$ cat src/rtl/audio_fetch_sequencer.sv
// -----------------------------------------------------------------------------
// audio_fetch_sequencer
//
// Playback sequencer for the audio byte-output path. Reads 32-bit sample words
// from flash over an Avalon-MM style read port, then presents one byte per
// sample_tick. Forward play walks lanes [7:0] -> [31:24]; backward play walks
// [31:24] -> [7:0]. Owns the word address, play/pause, direction and restart.
//
// Ports
//   clk, reset_n         single clock, asynchronous active-low reset
//   sample_tick          one-clk pulse at the sample rate (synchronous to clk)
//   play                 1 = play, 0 = pause
//   direction            1 = forward, 0 = backward
//   restart              one-clk pulse: jump to song start (fwd) / end (bwd)
//   flash_waitrequest    slave stall
//   flash_readdata       read data
//   flash_readdatavalid  read data strobe
//   flash_read           read request
//   flash_address        word address of the request
//   audio_byte           current sample
//   byte_select          lane of the next byte to be played
//   sample_valid         one-clk pulse coincident with each audio_byte update
//   underrun             sticky: a tick found no word ready; cleared by restart
//   fsm_state            debug view of the sequencer state
//
// Read handshake: flash_read and flash_address are held stable while
// flash_waitrequest is high; a command is accepted on a clock edge where
// flash_read=1 and flash_waitrequest=0. Exactly one readdatavalid strobe
// answers each accepted command, and only one command is ever outstanding.
// -----------------------------------------------------------------------------
module audio_fetch_sequencer #(
    parameter int                ADDR_W     = 23,
    parameter logic [ADDR_W-1:0] START_ADDR = 23'h000000,
    parameter logic [ADDR_W-1:0] END_ADDR   = 23'h07FFFF
) (
    input  logic              clk,
    input  logic              reset_n,
    input  logic              sample_tick,
    input  logic              play,
    input  logic              direction,
    input  logic              restart,
    input  logic              flash_waitrequest,
    input  logic [31:0]       flash_readdata,
    input  logic              flash_readdatavalid,
    output logic              flash_read,
    output logic [ADDR_W-1:0] flash_address,
    output logic [7:0]        audio_byte,
    output logic [1:0]        byte_select,
    output logic              sample_valid,
    output logic              underrun,
    output logic [1:0]        fsm_state
);

    typedef enum logic [1:0] {
        FETCH     = 2'd0,
        WAIT_DATA = 2'd1,
        PLAY      = 2'd2,
        DRAIN     = 2'd3
    } state_t;

    localparam logic [ADDR_W-1:0] ADDR_ONE = {{(ADDR_W-1){1'b0}}, 1'b1};

    state_t            state;
    logic [31:0]       word_buf;
    logic              word_ready;
    logic              play_dir;      // walk direction of the word being played
    logic              retarget;      // restart arrived while a request was stalled
    logic [ADDR_W-1:0] retarget_addr;

    logic [ADDR_W-1:0] restart_addr;
    logic [ADDR_W-1:0] next_addr;
    logic [1:0]        start_idx;
    logic [7:0]        cur_byte;
    logic              last_byte;
    logic              tick_play;
    logic              accept;

    assign fsm_state = state;

    always_comb begin
        restart_addr = direction ? START_ADDR : END_ADDR;
        start_idx    = direction ? 2'd0 : 2'd3;
        last_byte    = play_dir ? (byte_select == 2'd3) : (byte_select == 2'd0);
        tick_play    = sample_tick && play;
        accept       = flash_read && !flash_waitrequest;

        cur_byte = word_buf[7:0];
        case (byte_select)
            2'd1:    cur_byte = word_buf[15:8];
            2'd2:    cur_byte = word_buf[23:16];
            2'd3:    cur_byte = word_buf[31:24];
            default: cur_byte = word_buf[7:0];
        endcase

        // The step at a word boundary follows the direction input, so a
        // direction change lands exactly on the boundary.
        if (direction) begin
            next_addr = (flash_address == END_ADDR) ? START_ADDR : flash_address + ADDR_ONE;
        end else begin
            next_addr = (flash_address == START_ADDR) ? END_ADDR : flash_address - ADDR_ONE;
        end
    end

    always_ff @(posedge clk or negedge reset_n) begin
        if (!reset_n) begin
            state         <= FETCH;
            flash_read    <= 1'b0;
            flash_address <= START_ADDR;
            audio_byte    <= 8'h00;
            byte_select   <= 2'd0;
            sample_valid  <= 1'b0;
            underrun      <= 1'b0;
            word_buf      <= 32'h0;
            word_ready    <= 1'b0;
            play_dir      <= 1'b1;
            retarget      <= 1'b0;
            retarget_addr <= START_ADDR;
        end else begin
            sample_valid <= 1'b0;

            if (restart) begin
                // Restart outranks a coincident tick: nothing is emitted.
                byte_select <= start_idx;
                play_dir    <= direction;
                word_ready  <= 1'b0;
                underrun    <= 1'b0;
                case (state)
                    FETCH: begin
                        if (flash_read && flash_waitrequest) begin
                            // The stalled command must stay stable; it will be
                            // accepted at the old address and its data dropped.
                            retarget      <= 1'b1;
                            retarget_addr <= restart_addr;
                        end else if (accept) begin
                            // Accepted on this edge: its data is still coming.
                            flash_read    <= 1'b0;
                            flash_address <= restart_addr;
                            retarget      <= 1'b0;
                            state         <= DRAIN;
                        end else begin
                            flash_address <= restart_addr;
                        end
                    end
                    WAIT_DATA, DRAIN: begin
                        flash_address <= restart_addr;
                        state         <= flash_readdatavalid ? FETCH : DRAIN;
                    end
                    default: begin
                        flash_address <= restart_addr;
                        state         <= FETCH;
                    end
                endcase
            end else begin
                if (tick_play && !word_ready) begin
                    underrun <= 1'b1;
                end

                case (state)
                    FETCH: begin
                        if (!flash_read) begin
                            flash_read <= 1'b1;
                        end else if (!flash_waitrequest) begin
                            flash_read <= 1'b0;
                            if (retarget) begin
                                flash_address <= retarget_addr;
                                retarget      <= 1'b0;
                                state         <= DRAIN;
                            end else begin
                                state <= WAIT_DATA;
                            end
                        end
                    end
                    WAIT_DATA: begin
                        if (flash_readdatavalid) begin
                            word_buf   <= flash_readdata;
                            word_ready <= 1'b1;
                            state      <= PLAY;
                        end
                    end
                    DRAIN: begin
                        if (flash_readdatavalid) begin
                            state <= FETCH;
                        end
                    end
                    default: begin
                        if (tick_play && word_ready) begin
                            audio_byte   <= cur_byte;
                            sample_valid <= 1'b1;
                            if (last_byte) begin
                                word_ready    <= 1'b0;
                                byte_select   <= start_idx;
                                play_dir      <= direction;
                                flash_address <= next_addr;
                                state         <= FETCH;
                            end else begin
                                byte_select <= play_dir ? byte_select + 2'd1
                                                        : byte_select - 2'd1;
                            end
                        end
                    end
                endcase
            end
        end
    end

endmodule

$ cat config.mk
export PLATFORM = sky130hd
export DESIGN_NAME = audio_fetch_sequencer
export DESIGN_NICKNAME = d
export VERILOG_FILES = /design/src/rtl/audio_fetch_sequencer.sv
export SDC_FILE = /design/constraint.sdc
export NUM_CORES = 1
export LEC_CHECK = 0
export ABC_AREA = 1
export CAP_MARGIN = 30
export CORE_MARGIN = 3
export CORE_UTILIZATION = 35
export DETAILED_ROUTE_END_ITERATION = 10
export GPL_ROUTABILITY_DRIVEN = 0
export SLEW_MARGIN = 20
export SYNTH_ARGS = -nofsm -noshare
export SYNTH_HDL_FRONTEND = slang
export SYNTH_SLANG_ARGS = --single-unit
$ cat constraint.sdc
create_clock -name clk -period 1.95 [get_ports clk]
set_input_delay 0.585 -clock clk [delete_from_list [all_inputs] [get_ports clk]]
set_output_delay 0.585 -clock clk [all_outputs]
set_load 0.05 [all_outputs]
==> results of run 1 <==
==> area by class of cell <==
class	instances	area share [%]
multi-input combinational	505	40.8
sequential	74	26.4
timing repair buffer	154	22.4
inverter	60	3.30
clock buffer	9	3.19
tap	180	3.19
clock inverter	7	0.745
==> synth_stat cells (2+ instances only) <==
library cell and instances:
nor3_1 4, nand3b_1 7, a22oi_2 4, mux2_2 32
nand2_2 6, nand2_1 174, a21oi_1 20, nand3_2 2
buf_6 8, xor2_1 10, ha_1 11, nand3_1 46
buf_2 11, nand4_1 13, a21oi_2 12, buf_4 3
clkbuf_1 4, inv_2 4, nor3_2 2, o21ai_2 3
a22oi_1 4, dfrtp_1 73, o21ai_0 29, o21ai_1 7
nor2_2 15, o211ai_1 10, nor2_1 78, xnor2_1 2
inv_1 55, nor2_4 4
==> per-layer routing <==
metal / wire length, µm / GRT usage (%) / vias to the layer above
li1: - / - / 2461
met1: 6960 / 26.5 / 2373
met2: 7460 / 32.2 / 168
met3: 1110 / 4.76 / 22
met4: 276 / 6.18 / 0
met5: 0 / 0 / -
==> kinds of logic after synthesis <==
group                    after synthesis
AO/OA/AOI/OAI                         94
XOR/XNOR                              12
adder cells (fa/ha/maj)               11
buffers and inverters                 87
flip-flops                            74
multiplexers                          32
AND/OR/NAND/NOR                      356
==> worst register-to-register path: cells and delay by family, from the launching register on <==
family                 cells  cell delay (ns)
AND/OR/NAND/NOR            4             0.65
flip-flops                 1             0.53
AO/OA/AOI/OAI              3             0.38
buffers and inverters      1             0.21
==> flip-flops by register name (all words and copies together), names as in the netlist <==
| name | count |
|---|---|
| audio_byte | 8 |
| byte_select | 2 |
| flash_address | 23 |
| flash_read | 1 |
| fsm_state | 2 |
| play_dir | 1 |
| retarget | 1 |
| retarget_addr | 1 |
| sample_valid | 1 |
| underrun | 1 |
| word_buf | 32 |
| word_ready | 1 |
==> power by group through the flow <==
stage / registers, mW / logic [mW] / clock network, mW
after global placement: 2.97 / 7.17 / 0
after detailed placement: 3.00 / 7.29 / 0
after CTS: 2.98 / 7.34 / 1.63
after global routing: 3.09 / 8.08 / 1.68
after floorplan: 4.02 / 3.37 / 0
final: 3.00 / 7.47 / 1.59
==> per-stage QoR <==
step           total power, mW  setup WS (ns)  std cells  hold WS, ns  area [µm²]
6_report                  12.1         0.0928        989       0.0847        7050
3_3_place_gp              10.1         -0.233        970        0.451        6680
3_5_place_dp              10.3         -0.279        970        0.454        6680
4_1_cts                   11.9       -0.00902        986       0.0809        6960
5_1_grt                   12.8        -0.0144        989       0.0863        7050
2_1_floorplan             7.39        0.00159        666        0.289        5100
==> layout by cell type, fill, tap and decap left out, types with 15 or more instances in the layout <==
cell type	n
a21oi_1	20
buf_12	26
buf_4	90
clkdlybuf4s50_1	37
dfrtp_1	66
inv_1	53
mux2_2	32
nand2_1	174
nand3_1	45
nor2_1	73
nor2_2	15
o21ai_0	27
==> what timing repair did <==
| item | 4_1_cts | 5_1_grt |
|---|---|---|
| setup endpoints to repair | 2 | 22 |
| pin swaps | 0 | 5 |
| buffers inserted | 0 | 3 |
| gates resized for setup | 1 | 23 |
==> worst min path at each step <==
stage,startpoint,endpoint,slack (ns),depth (start not counted)
after CTS,reset_n,word_buf[29],0.08,1
after floorplan,reset_n,audio_byte[0],0.29,0
after global placement,reset_n,word_buf[30],0.45,1
after detailed placement,reset_n,word_buf[29],0.45,1
after global routing,reset_n,word_buf[29],0.09,1
final,reset_n,word_buf[29],0.08,1
==> results.json, run 1 <==
{
  "status": "complete, no violations",
  "worstReg2RegStart": "flash_address[4]",
  "critPathBufInv": 2,
  "seqPwrFrac_pct": 24.9,
  "viasPerCell": 5.08,
  "p_clk_share_pct": 13.2,
  "synth_warnings": 0,
  "crit_end": "flash_address[4]",
  "synth_xor_area_share_pct": 2.06,
  "drtAntennaViolNets": 0,
  "tns_ns": 0,
  "rrSetupSlack_ns": 0.11,
  "grt_pass1_wl_um": 25500,
  "die_area_mm2": 0.0160,
  "cap_violations": 0,
  "cts-root-buf": "clkbuf_16",
  "cts_made_buffers": 9,
  "core_mm2": 0.0140,
  "crit_path_max_incr_delay_ns": 0.59,
  "initial_utilization_pct": 36.3,
  "synth_top_area_share_pct": 35.8,
  "seqCellArea_mm2": 0.00186,
  "cts_max_path_buffers": 2,
  "synth.distinct_cells": 43,
  "firstDrtPassIters": 5,
  "postCtsHoldBufs": 0,
  "critPathCaptureType": "output port",
  "internal_power_mw": 6.33,
  "async_flop_share_pct": 100,
  "synth_compound_area_share_pct": 11.8,
  "synth-seq-cells": 74,
  "max-slew-margin-rel_pct": 72.4,
  "critical_path_class": "flip-flop to output port",
  "slew_viol_final": 0,
  "worst_pin_slew_ns": 0.413,
  "p_per_area_mw_per_mm2": 1710,
  "synthAdderAreaFrac_pct": 2.70,
  "via_count": 5024,
  "path_delay_family": "flip-flops",
  "crit_chain": "buf_4 > buf_12",
  "antenna_found_initial": 0,
  "track_usage_pct": 19.9,
  "multiInputGateArea_mm2": 0.00288,
  "post-route-period-util_pct": 95.2,
  "switching_share_pct": 47.6,
  "nFillCells": 1315,
  "required_ns": 1.36,
  "final_util_pct": 50.2,
  "synth_area_leader_cell": "dfrtp_1",
  "die_w_um": 127,
  "switchingPower_mw": 5.74,
  "grt_max_degree": 44,
  "fin_nets": 855,
  "p_leak_nw": 3.24,
  "synth-seq-area-share_pct": 36.4,
  "numClockSinks": 74,
  "wl_um": 15800,
  "fmax_mhz": 538,
  "synth_mux_area_share_pct": 7.07,
  "crit_path_max_fanout": 8,
  "synth_edf_count": 0,
  "drc": 0,
  "rr_worst_depth": 8,
  "cts_tree": "done",
  "clkSlewWorstSetupHoldPaths_ns": 0.06,
  "crit_cells": 2,
  "antenna_cells": 0,
  "netlist_instances": 666,
  "synth_top_family_by_area": "simple AND/OR/NAND/NOR gates",
  "cts-htree-levels": 3,
  "critPathLaunchType": "flip-flop",
  "ir_drop_uv": 1060,
  "syn_avg_cell_area_um2": 7.65,
  "grt_pass1_vias": 5003,
  "hold_class": "primary input to async pin",
  "synth_area_mm2": 0.00510,
  "std_cell_rows": 43,
  "synthFlopType": "dfrtp_1",
  "comb_power_share_pct": 61.9,
  "crit_start": "flash_address[4]",
  "boundaryPins": 78,
  "fin_skew_ns": 0.00497,
  "synthesis.nets": 717,
  "io_buffers": 77,
  "final_hold_viol_count": 0,
  "rr_endpoint": "flash_address[4]",
  "fin_crit_ns": 1.86,
  "globalRouteOverflowTotal": 0,
  "die_h_um": 127,
  "wl_per_cell_um": 16.0,
  "arrival_ns": 1.27,
  "setup_violations": 0,
  "area_growth_pct": 38.4,
  "cpMaxStageDelayCell": "dfrtp_1",
  "drt-initial-drc-count": 358,
  "clk_latency_ns": 0.35,
  "synth_simple_gate_area_share_pct": 31.5,
  "drive_gt1_share_pct": 29.7,
  "synth_area_leaders": "dfrtp_1, nand2_1, mux2_2, nor2_1, nand3_1",
  "dp_hpwl_um": 12100
}
(Power assumes the default switching activity.)
==> run 2: changes to the inputs <==
CORE_UTILIZATION = 55   (was 35)
PLACE_DENSITY = 0.81   (was unset)
==> results.json, run 2 (synthesis gave the netlist of run 1 again) <==
{
  "worst_pin_slew_ns": 0.484,
  "die_w_um": 102,
  "post-route-period-util_pct": 98.6,
  "cts-root-buf": "clkbuf_8",
  "cap_violations": 0,
  "viasPerCell": 5.89,
  "rsz0062_at_grt": "yes",
  "setup_violations": 0,
  "via_count": 5347,
  "wl_um": 15600,
  "drc": 0,
  "clkSlewWorstSetupHoldPaths_ns": 0.09,
  "top_register": "word_buf",
  "std_cell_rows": 34,
  "wl_per_cell_um": 17.1,
  "antenna_found_initial": 0,
  "area_growth_pct": 33.7,
  "ir_drop_uv": 1500,
  "use_met2_pct": 49.3,
  "hold_class": "primary input to async pin",
  "critPathCaptureType": "flip-flop",
  "fin_crit_ns": 1.92,
  "hold_slack_ns": 0.180,
  "crit_path_max_fanout": 6,
  "initial_utilization_pct": 57.6,
  "final_hold_viol_count": 0,
  "numClockSinks": 74,
  "clk_latency_ns": 0.35,
  "use_met3_pct": 7.92,
  "cts_made_buffers": 9,
  "slew_viol_final": 0,
  "io_buffers": 77,
  "critical_path_class": "flip-flop to flip-flop",
  "globalRouteOverflowTotal": 0,
  "fin_nets": 846,
  "firstDrtPassIters": 6,
  "core_mm2": 0.00885,
  "drive_gt1_share_pct": 28.9,
  "status": "complete, no violations",
  "die_h_um": 102,
  "total_power_mw": 11.7,
  "largest_register_ffs": 32,
  "arrival_ns": 2.17,
  "cts-htree-levels": 3,
  "antenna_cells": 0,
  "grt_max_degree": 33,
  "die_area_mm2": 0.0105,
  "grt.busiest_layer": "met2",
  "nFillCells": 614,
  "fin_skew_ns": 0.00978,
  "critPathLaunchType": "flip-flop",
  "track_usage_pct": 30.0,
  "cts_max_path_buffers": 2,
  "use_met1_pct": 37.4,
  "layout_common_cells": "nand2_1, buf_4, nor2_1, dfrtp_1, inv_1",
  "fmax_mhz": 520,
  "reg_top3": "word_buf: 32 flops, flash_address: 23 flops, audio_byte: 8 flops",
  "p_leak_nw": 3.16,
  "boundaryPins": 78,
  "p_per_area_mw_per_mm2": 1710,
  "final_util_pct": 77.0,
  "grt_pass1_wl_um": 24500,
  "drt-initial-drc-count": 505,
  "grt_pass1_vias": 5218,
  "max-slew-margin-rel_pct": 67.7,
  "layout_commonest_cell": "nand2_1",
  "dp_hpwl_um": 11800,
  "cts_tree": "done",
  "drtAntennaViolNets": 0,
  "required_ns": 2.19
}
## run 2: cell types whose count changed in the layout (fill, tap and decap cells not counted), moves of 2 or more
cell and change:
buf_4 -9, clkbuf_16 -9, clkbuf_8 +9, bufinv_16 +2, dfrtp_1 -2, dfrtp_2 +2, nor2_4 -2
## run 2: per-stage QoR
stage               cells  setup WS (ns)  area [µm²]  TNS, ns
finish                908         0.0276        6810        0
global route          908        -0.0607        6810   -0.297
CTS                   907        0.00237        6750        0
detailed placement    891         -0.313        6520   -13.91
global placement      891         -0.225        6520   -10.08
floorplan             666        0.00159        5100        0
## run 2: worst max-delay path, cell delays in order (launching register included)
cell and delay (ns):
dfrtp_2 0.43, ha_1 0.22, nand2_2 0.11, nor2_4 0.16
nand4_1 0.17, nor2_2 0.21, buf_4 0.13, nand2_1 0.13
nand2_1 0.10, nand3b_1 0.10, nand2_1 0.06
## run 2: cell type report
class                   count  area [µm²]  area share, %
repair buffers            145        1500           22.0
multi-input cells         505        2870           42.1
well taps                 108         135           1.98
flip-flops and latches     74        1860           27.4
inverters                  60         230           3.38
clock inverters             6        90.1           1.32
clock buffers              10         128           1.87
## run 2: worst paths after layout
path	from	endpoint	slack [ns]	cells after the start
min	reset_n	word_buf[21]	0.18	1
min reg2reg	underrun	underrun	0.51	2
min in group clk	underrun	underrun	0.51	2
max	flash_address[1]	flash_address[19]	0.03	10
max in group asynchronous	reset_n	fsm_state[1]	1.25	2
max reg2reg	flash_address[1]	flash_address[19]	0.03	10
## run 2: what timing repair did
| action | 4_1_cts | 5_1_grt |
|---|---|---|
| gates cloned | 0 | 0 |
| endpoints found under the setup margin | 1 | 23 |
| resized for setup | 1 | 20 |
| hold buffers | 0 | 0 |
| buffers inserted | 0 | 1 |
| pin swaps | 0 | 3 |
## run 2: report_power, final
part / switching, mW / total [mW] / internal [mW] / leakage [nW]
clock network: 0.592 / 1.32 / 0.726 / 0.107
logic: 4.29 / 7.31 / 3.02 / 2.19
registers: 0.780 / 3.06 / 2.28 / 0.864
## run 2: layer usage
metal | share of wire (%) | wire length [µm]
met4 | 4.0 | 620
met1 | 39 | 6060
met5 | 0 | 0
met2 | 47 | 7270
met3 | 10 | 1620
